### src/rtl/instruction_queue.sv
// FIFO of fetched instruction words between fetch and decode. The head entry is
// presented as a full word and split into opcode/operand fields. A flush empties the queue.
module instruction_queue #(
  parameter int INSTR_WIDTH  = 24,
  parameter int OPCODE_WIDTH = 8,
  parameter int DEPTH        = 4,
  parameter int CNT_WIDTH    = 3
) (
  input  logic                            clk,
  input  logic                            rst_n,
  input  logic                            flush,
  input  logic                            in_valid,
  input  logic [INSTR_WIDTH-1:0]          in,
  output logic                            in_ready,
  output logic                            out_valid,
  input  logic                            out_ready,
  output logic [INSTR_WIDTH-1:0]          instruction,
  output logic [OPCODE_WIDTH-1:0]         opcode,
  output logic [INSTR_WIDTH-OPCODE_WIDTH-1:0] operand,
  output logic [CNT_WIDTH-1:0]            count
);

  localparam int PTR_W = $clog2(DEPTH);

  // Handshake: a word moves on an edge where its valid and ready are both high.
  // in_ready depends only on count, so a full queue refuses a push even during a pop.
  logic [INSTR_WIDTH-1:0] mem [DEPTH];
  logic [PTR_W-1:0]       wr_ptr;
  logic [PTR_W-1:0]       rd_ptr;
  logic                   push;
  logic                   pop;

  assign in_ready  = (count != CNT_WIDTH'(DEPTH));
  assign out_valid = (count != '0);
  assign push      = in_valid & in_ready;
  assign pop       = out_valid & out_ready;

  always_ff @(posedge clk or negedge rst_n) begin
    if (!rst_n) begin
      wr_ptr <= '0;
      rd_ptr <= '0;
      count  <= '0;
    end else if (flush) begin
      wr_ptr <= '0;
      rd_ptr <= '0;
      count  <= '0;
    end else begin
      // Pointers wrap naturally because DEPTH is a power of two.
      if (push) wr_ptr <= wr_ptr + PTR_W'(1);
      if (pop)  rd_ptr <= rd_ptr + PTR_W'(1);
      case ({push, pop})
        2'b10:   count <= count + CNT_WIDTH'(1);
        2'b01:   count <= count - CNT_WIDTH'(1);
        default: count <= count;
      endcase
    end
  end

  // Storage is not reset; entries are only visible while counted as valid.
  always_ff @(posedge clk) begin
    if (push && !flush) mem[wr_ptr] <= in;
  end

  assign instruction = out_valid ? mem[rd_ptr] : '0;
  assign opcode      = instruction[INSTR_WIDTH-1 -: OPCODE_WIDTH];
  assign operand     = instruction[INSTR_WIDTH-OPCODE_WIDTH-1:0];

endmodule

### config.mk
export PLATFORM = sky130hd
export DESIGN_NAME = instruction_queue
export DESIGN_NICKNAME = d
export VERILOG_FILES = /design/src/rtl/instruction_queue.sv
export SDC_FILE = /design/constraint.sdc
export NUM_CORES = 1
export LEC_CHECK = 0
export BUFFER_PORTS_ARGS = -buffer_cell sky130_fd_sc_hd__buf_2
export CAP_MARGIN = 20
export CORE_ASPECT_RATIO = 0.5
export CORE_UTILIZATION = 45
export CTS_CLUSTER_SIZE = 16
export DETAILED_ROUTE_END_ITERATION = 12
export HOLD_SLACK_MARGIN = 0.08
export PLACE_DENSITY = 0.67
export SLEW_MARGIN = 40
export SYNTH_ARGS = -nofsm -noshare
export SYNTH_HDL_FRONTEND = slang
export SYNTH_SLANG_ARGS = --single-unit
### constraint.sdc
create_clock -name clk -period 5.3 [get_ports clk]
set_input_delay 0.265 -clock clk [delete_from_list [all_inputs] [get_ports clk]]
set_output_delay 0.265 -clock clk [all_outputs]
set_load 0.01 [all_outputs]
==> results of run 1 <==
-- how the worst max path moves through the flow --
| stage | to | cells past startpoint | slack, ns |
|---|---|---|---|
| 2_1_floorplan | count[1] | 8 | 3.23 |
| 3_3_place_gp | count[1] | 7 | 2.80 |
| 3_5_place_dp | count[1] | 7 | 2.73 |
| 4_1_cts | count[1] | 7 | 2.72 |
| 5_1_grt | count[1] | 7 | 2.54 |
| 6_report | count[1] | 7 | 2.73 |
-- synth_stat cells --
cell type  number
buf_6           1
clkbuf_1        3
nand3_1         4
buf_4          24
mux4_1          6
xnor2_1         2
a21o_1          1
mux4_2         18
nand4b_1        1
buf_2           6
nand2_2         1
and2_1         28
o221ai_1        1
or2_2           1
nor3_1          2
nor2b_1         1
inv_1           2
or3b_4          1
a21oi_1         4
nand2_1         5
or3_1           2
dfrtp_1         7
nand2b_1        1
o311a_1         1
fa_1            1
edfxtp_1       96
ha_1            4
nor2_1          8
buf_12          2
xor2_1          2
a31oi_1         1
a211oi_1        1
o21ai_0         2
-- per-layer routing --
metal,vias to the layer above,share of wire
met1,1152,0.43
li1,1027,-
met2,60,0.52
met3,7,0.042
met4,0,0.0084
met5,-,0
-- kinds of logic (layout without fill, tap and decap cells) --
kind of cell,after synthesis,count (layout),synth area share
buf+inv,38,104,0.0639
simple gates,55,55,0.0710
xor+xnor,4,4,0.00799
compound gates,11,11,0.0160
fa+ha+maj,5,5,0.0160
flops,103,103,0.697
mux,24,24,0.128
-- stage by stage --
| stage | cells | hold WS [ns] | instance area, sq um |
|---|---|---|---|
| detailed placement | 424 | 0.118 | 4730 |
| finish | 441 | 0.142 | 5060 |
| global route | 441 | 0.132 | 5060 |
| CTS | 441 | 0.130 | 5060 |
| floorplan | 240 | -0.0306 | 4390 |
| global placement | 424 | 0.111 | 4720 |
-- power groups by stage --
stage / clock network (W) / registers (W) / logic, W
2_1_floorplan: 0 / 0.000954 / 0.000286
3_3_place_gp: 0 / 0.000979 / 0.000319
3_5_place_dp: 0 / 0.000985 / 0.000327
6_report: 0.000698 / 0.000966 / 0.000325
4_1_cts: 0.000715 / 0.000967 / 0.000330
5_1_grt: 0.000742 / 0.000972 / 0.000356
-- cell usage in the layout, fill, tap and decap left out, types with 4 or more instances in the layout --
cell / synthesis / layout
edfxtp_1: 96 / 96
a21oi_1: 4 / 4
nand2_1: 5 / 5
buf_2: 6 / 81
nand3_1: 4 / 4
clkbuf_16: 0 / 9
mux4_2: 18 / 18
nor2_1: 8 / 8
ha_1: 4 / 4
and2_1: 28 / 28
dfrtp_1: 7 / 5
mux4_1: 6 / 6
buf_4: 24 / 4
-- area by class of cell --
class	instances	area, sq um
Clock buffer	10	229
Clock inverter	6	92.6
Fill cell	777	4390
Inverter	2	7.51
Multi-Input combinational cell	99	1050
Sequential cell	103	3060
Tap cell	135	169
Timing Repair Buffer	86	445
-- worst max-delay path, stage by stage (launching register included) --
cell and delay (ns):
dfrtp_1 0.50, or3_2 0.77, nand2_1 0.21, a21oi_1 0.07
fa_1 0.53, o311a_1 0.16, a21oi_1 0.06, nor3_1 0.18
-- flip-flops by register name, summed over array words and instances (netlist names) --
register	count
mem	96
rd_ptr	2
count	3
wr_ptr	2
==> impl_metrics.ini, run 1 <==
[min_path]
hold_start = in[6]
min_path_type = input pin to register
whs_endpoint = mem[3][6]
hold_depth = 1

[logic_synthesis]
synth_top_area_cell = edfxtp_1
synth_top_area_frac = 0.657
syn_inst = 240
synth.top_cells.by_area = edfxtp_1 (66%), mux4_2 (9.2%), buf_4 (4.1%)
synth_area_sq_um = 4390
ys_seq_area_frac = 0.697
yosysUniqueCellTypes = 33
synth_seq_cells = 103
synth_nets = 274
yosysWarnings = 0
avgSynthCellArea_sq_um = 18.3

[grt]
grt_pass1_wl_microns = 12100
antenna_found_initial = 0
grt_util_all_layers = 0.163
grt_pass1_vias = 2285
grtUsageMet2 = 0.282
use_met3 = 0.0515
grt.busiest_layer = met2
gr-total-overflow = 0
use_met1 = 0.202
grt_max_degree = 28

[critical_path]
cp-startpoint = count[0]
ff2ff_setup_slack_ns = 2.73
crit_type = register to register
critPathCaptureType = register
cp.arrival_ns = 2.82
crit_fanout = 27
r2r_cells = 7
worstPathRequired_ns = 5.55
critPathLaunchType = register
r2r_start = count[0]
rr_endpoint = count[1]

[drt]
wirelength_microns = 7770
drt_first_pass_iters = 4
detail-route-antenna-nets = 0
drt_iter0_markers = 108
drcViolationCount = 0
avgViaCountPerCell = 5.09
vias = 2246
routedWlPerCell_microns = 17.6

[timing]
min_period_ns = 2.57
min_period_over_period = 0.485
hold_viol_final = 0
setup_viol_count_final = 0
grt_setup_unrepaired = false
finClkSkew_ns = 0.00727
tightest_slew_ns = 0.650
setup_ws_ns = 2.73
timing.slew.headroom = 0.567
setup_tns_ns = 0
slew_viol_final = 0
fmax_ghz = 0.389

[clock_network]
numCtsBuffers = 9
clk_pin_slew_ns = 0.07
clkSinkCount = 103
ctsHoldBuffers = 1
cts_setup_buffers = 0
root_buffer = clkbuf_16
cts_resized = 0
cts_tree = yes
clockBufferDepth = 2
htreeDepth = 3
clock_latency_ns = 0.33

[power_and_ir_drop]
p_leak_nw = 1.87
power_frac_comb = 0.163
switching_share = 0.246
p_sw_w = 0.000490
p_clk_frac = 0.351
power_w = 0.00199
p_per_area_nw_per_um2 = 393
worst_ir_drop_vdd_mv = 0.185
cell_internal_pwr_w = 0.00150
p_seq_frac = 0.486

[floorplanning]
fp.dieH_microns = 71.8
core-area_sq_um = 9450
die_x_microns = 142
fp-row-count = 25
io_pins = 82
die_area_sq_um = 10200
start_util = 0.465

[finish]
n_antenna_cell = 0
utilization = 0.535
drive_above_1_share = 0.405
syn_to_final_growth_pct = 15.3
fin_nets = 335

[placement]
pre_cts_slack_ns = 2.73
gp_congestion = 0.659
dp_hpwl_microns = 4690
numPortBuffers = 81

[run]
maxCapViolCount = 0

[outcome]
status = finished clean
No activity file was read; power rests on OpenSTA's default activity.
==> inputs of run 2 (changes only) <==
--- a/config.mk
+++ b/config.mk
@@ -12,7 +12,7 @@
 export CTS_CLUSTER_SIZE = 16
 export DETAILED_ROUTE_END_ITERATION = 12
 export HOLD_SLACK_MARGIN = 0.08
-export PLACE_DENSITY = 0.67
+export PLACE_DENSITY = 0.69
 export SLEW_MARGIN = 40
 export SYNTH_ARGS = -nofsm -noshare
 export SYNTH_HDL_FRONTEND = slang
==> constraint.sdc (replaced) <==
create_clock -name clk -period 2.35 [get_ports clk]
set_input_delay 0.1175 -clock clk [delete_from_list [all_inputs] [get_ports clk]]
set_output_delay 0.1175 -clock clk [all_outputs]
set_load 0.01 [all_outputs]
==> impl_metrics.ini, run 2 (synthesis gave the netlist of run 1 again) <==
[floorplanning]
io_pins = 82
core-area_sq_um = 9450
fp.dieH_microns = 71.8
start_util = 0.465
fp-row-count = 25
die_x_microns = 142
die_area_sq_um = 10200

[placement]
gp_congestion = 0.794
dp_cells = 427
dp_hpwl_microns = 4640
numPortBuffers = 81
pre_cts_slack_ns = 0.286

[timing]
grt_setup_unrepaired = false
fmax_ghz = 0.481
setup_viol_count_final = 0
hold_viol_final = 0
min_period_ns = 2.08
finClkSkew_ns = 0.00507
slew_viol_final = 0
whs_ns = 0.140
setup_ws_ns = 0.270
tightest_slew_ns = 0.371
setup_tns_ns = 0
timing.slew.headroom = 0.752
min_period_over_period = 0.885

[critical_path]
cp.arrival_ns = 2.34
crit_top_cell = a21oi_1
critPathLaunchType = register
cp_cell_sequence = or3_1, nand2_1, a21oi_1, fa_1, o311a_1, a21oi_1, nor3_1
crit_type = register to register
crit_buf_inv = 0
slowest_delay_ns = 0.53
worstPathRequired_ns = 2.61
crit_fanout = 9
critPathCaptureType = register
slowest_stage = fa_1
cp_top_family = simple AND/OR/NAND/NOR gates

[clock_network]
cts_tree = yes
root_buffer = clkbuf_16
clock_latency_ns = 0.34
cts_resized = 0
clk_pin_slew_ns = 0.07
htreeDepth = 3
clockBufferDepth = 2
clkSinkCount = 103
numCtsBuffers = 9

[finish]
multi_input_area_sq_um = 1050
regMostFlops = mem
nFillCells = 755
drive_above_1_share = 0.374
seq_area_sq_um = 3060
layout_commonest_cell = edfxtp_1
fin_nets = 363
n_antenna_cell = 0
reg.largest.list = mem x96, count x3
syn_to_final_growth_pct = 21.6
largest_register_ffs = 96
layout_common_cells = edfxtp_1 (96), buf_2 (81), and2_1 (28), dlygate4sd3_1 (26), mux4_2 (18)
finalNonFillerCells = 469

[drt]
drcViolationCount = 0
vias = 2322
drt_iter0_markers = 129
drt_first_pass_iters = 4
wirelength_microns = 7730
avgViaCountPerCell = 4.95
detail-route-antenna-nets = 0
routedWlPerCell_microns = 16.5

[grt]
grt_util_all_layers = 0.164
grt_pass1_wl_microns = 12000
gr-total-overflow = 0
grt_max_degree = 27
antenna_found_initial = 0
grt_pass1_vias = 2335

[run]
maxCapViolCount = 0

[power_and_ir_drop]
worst_ir_drop_vdd_mv = 0.434
p_per_area_nw_per_um2 = 851
p_leak_nw = 2.00
power_w = 0.00454

[outcome]
status = finished clean

[min_path]
min_path_type = input pin to asynchronous set/reset pin
[run 2: cell count changes in the layout (fill, tap and decap cells not counted)]
cell and delta:
dlygate4sd3_1 +25, buf_4 +2, buf_12 +1, clkinv_2 +1, clkinv_4 -1, clkinvlp_4 -1, dfrtp_1 +1, dfrtp_4 -1
inv_8 +1, or3_1 +1, or3_2 -1
[run 2: worst register-to-register path: stages, from the launching register on]
cell     delay (ns)
dfrtp_1        0.48
or3_1          0.42
nand2_1        0.12
a21oi_1        0.06
fa_1           0.53
o311a_1        0.16
a21oi_1        0.06
nor3_1         0.17
[run 2: per-layer routing]
| layer | vias to the layer above | global-route usage | routed length (microns) | part of all wire |
|---|---|---|---|---|
| met3 | 14 | 0.0428 | 266 | 0.034 |
| met5 | - | 0 | 0 | 0 |
| met2 | 47 | 0.295 | 4120 | 0.53 |
| met4 | 0 | 0.0729 | 150 | 0.019 |
| li1 | 1080 | - | - | - |
| met1 | 1181 | 0.187 | 3190 | 0.41 |
[run 2: path summary, 6_finish.rpt]
check	cells after the start	end	slack [ns]	startpoint
worst max-delay path	7	count[1]	0.27	count[1]
worst min-delay path	2	count[2]	0.14	rst_n
worst max register to register	7	count[1]	0.27	count[1]
worst min register to register	2	rd_ptr[1]	0.56	rd_ptr[1]
max in group asynchronous	2	rd_ptr[0]	2.04	rst_n
min in group clk	3	wr_ptr[1]	0.15	in_valid
[run 2: metrics by stage]
stage          instance area [sq um]  utilization
2_1_floorplan                   4390            -
3_3_place_gp                    4760        0.503
3_5_place_dp                    4760        0.503
4_1_cts                         5340        0.565
5_1_grt                         5340        0.565
6_report                        5340        0.565
[run 2: area by class of cell]
cell class / count / share of cell area
clock inverters: 6 / 0.0173
clock buffers: 10 / 0.0429
flip-flops and latches: 103 / 0.573
multi-input cells: 99 / 0.197
repair buffers: 114 / 0.137
inverters: 2 / 0.00141
well taps: 135 / 0.0316
[run 2: power by group]
group | switching, W | total (W) | internal, W
Sequential | 0.0000407 | 0.00212 | 0.00208
Combinational | 0.000434 | 0.000838 | 0.000403
Clock | 0.000636 | 0.00158 | 0.000943
[run 2: repair_timing]
item | 4_1_cts | 5_1_grt
buffers inserted | 0 | 0
endpoints found under the hold margin | 110 | 0
hold buffers | 26 | 0
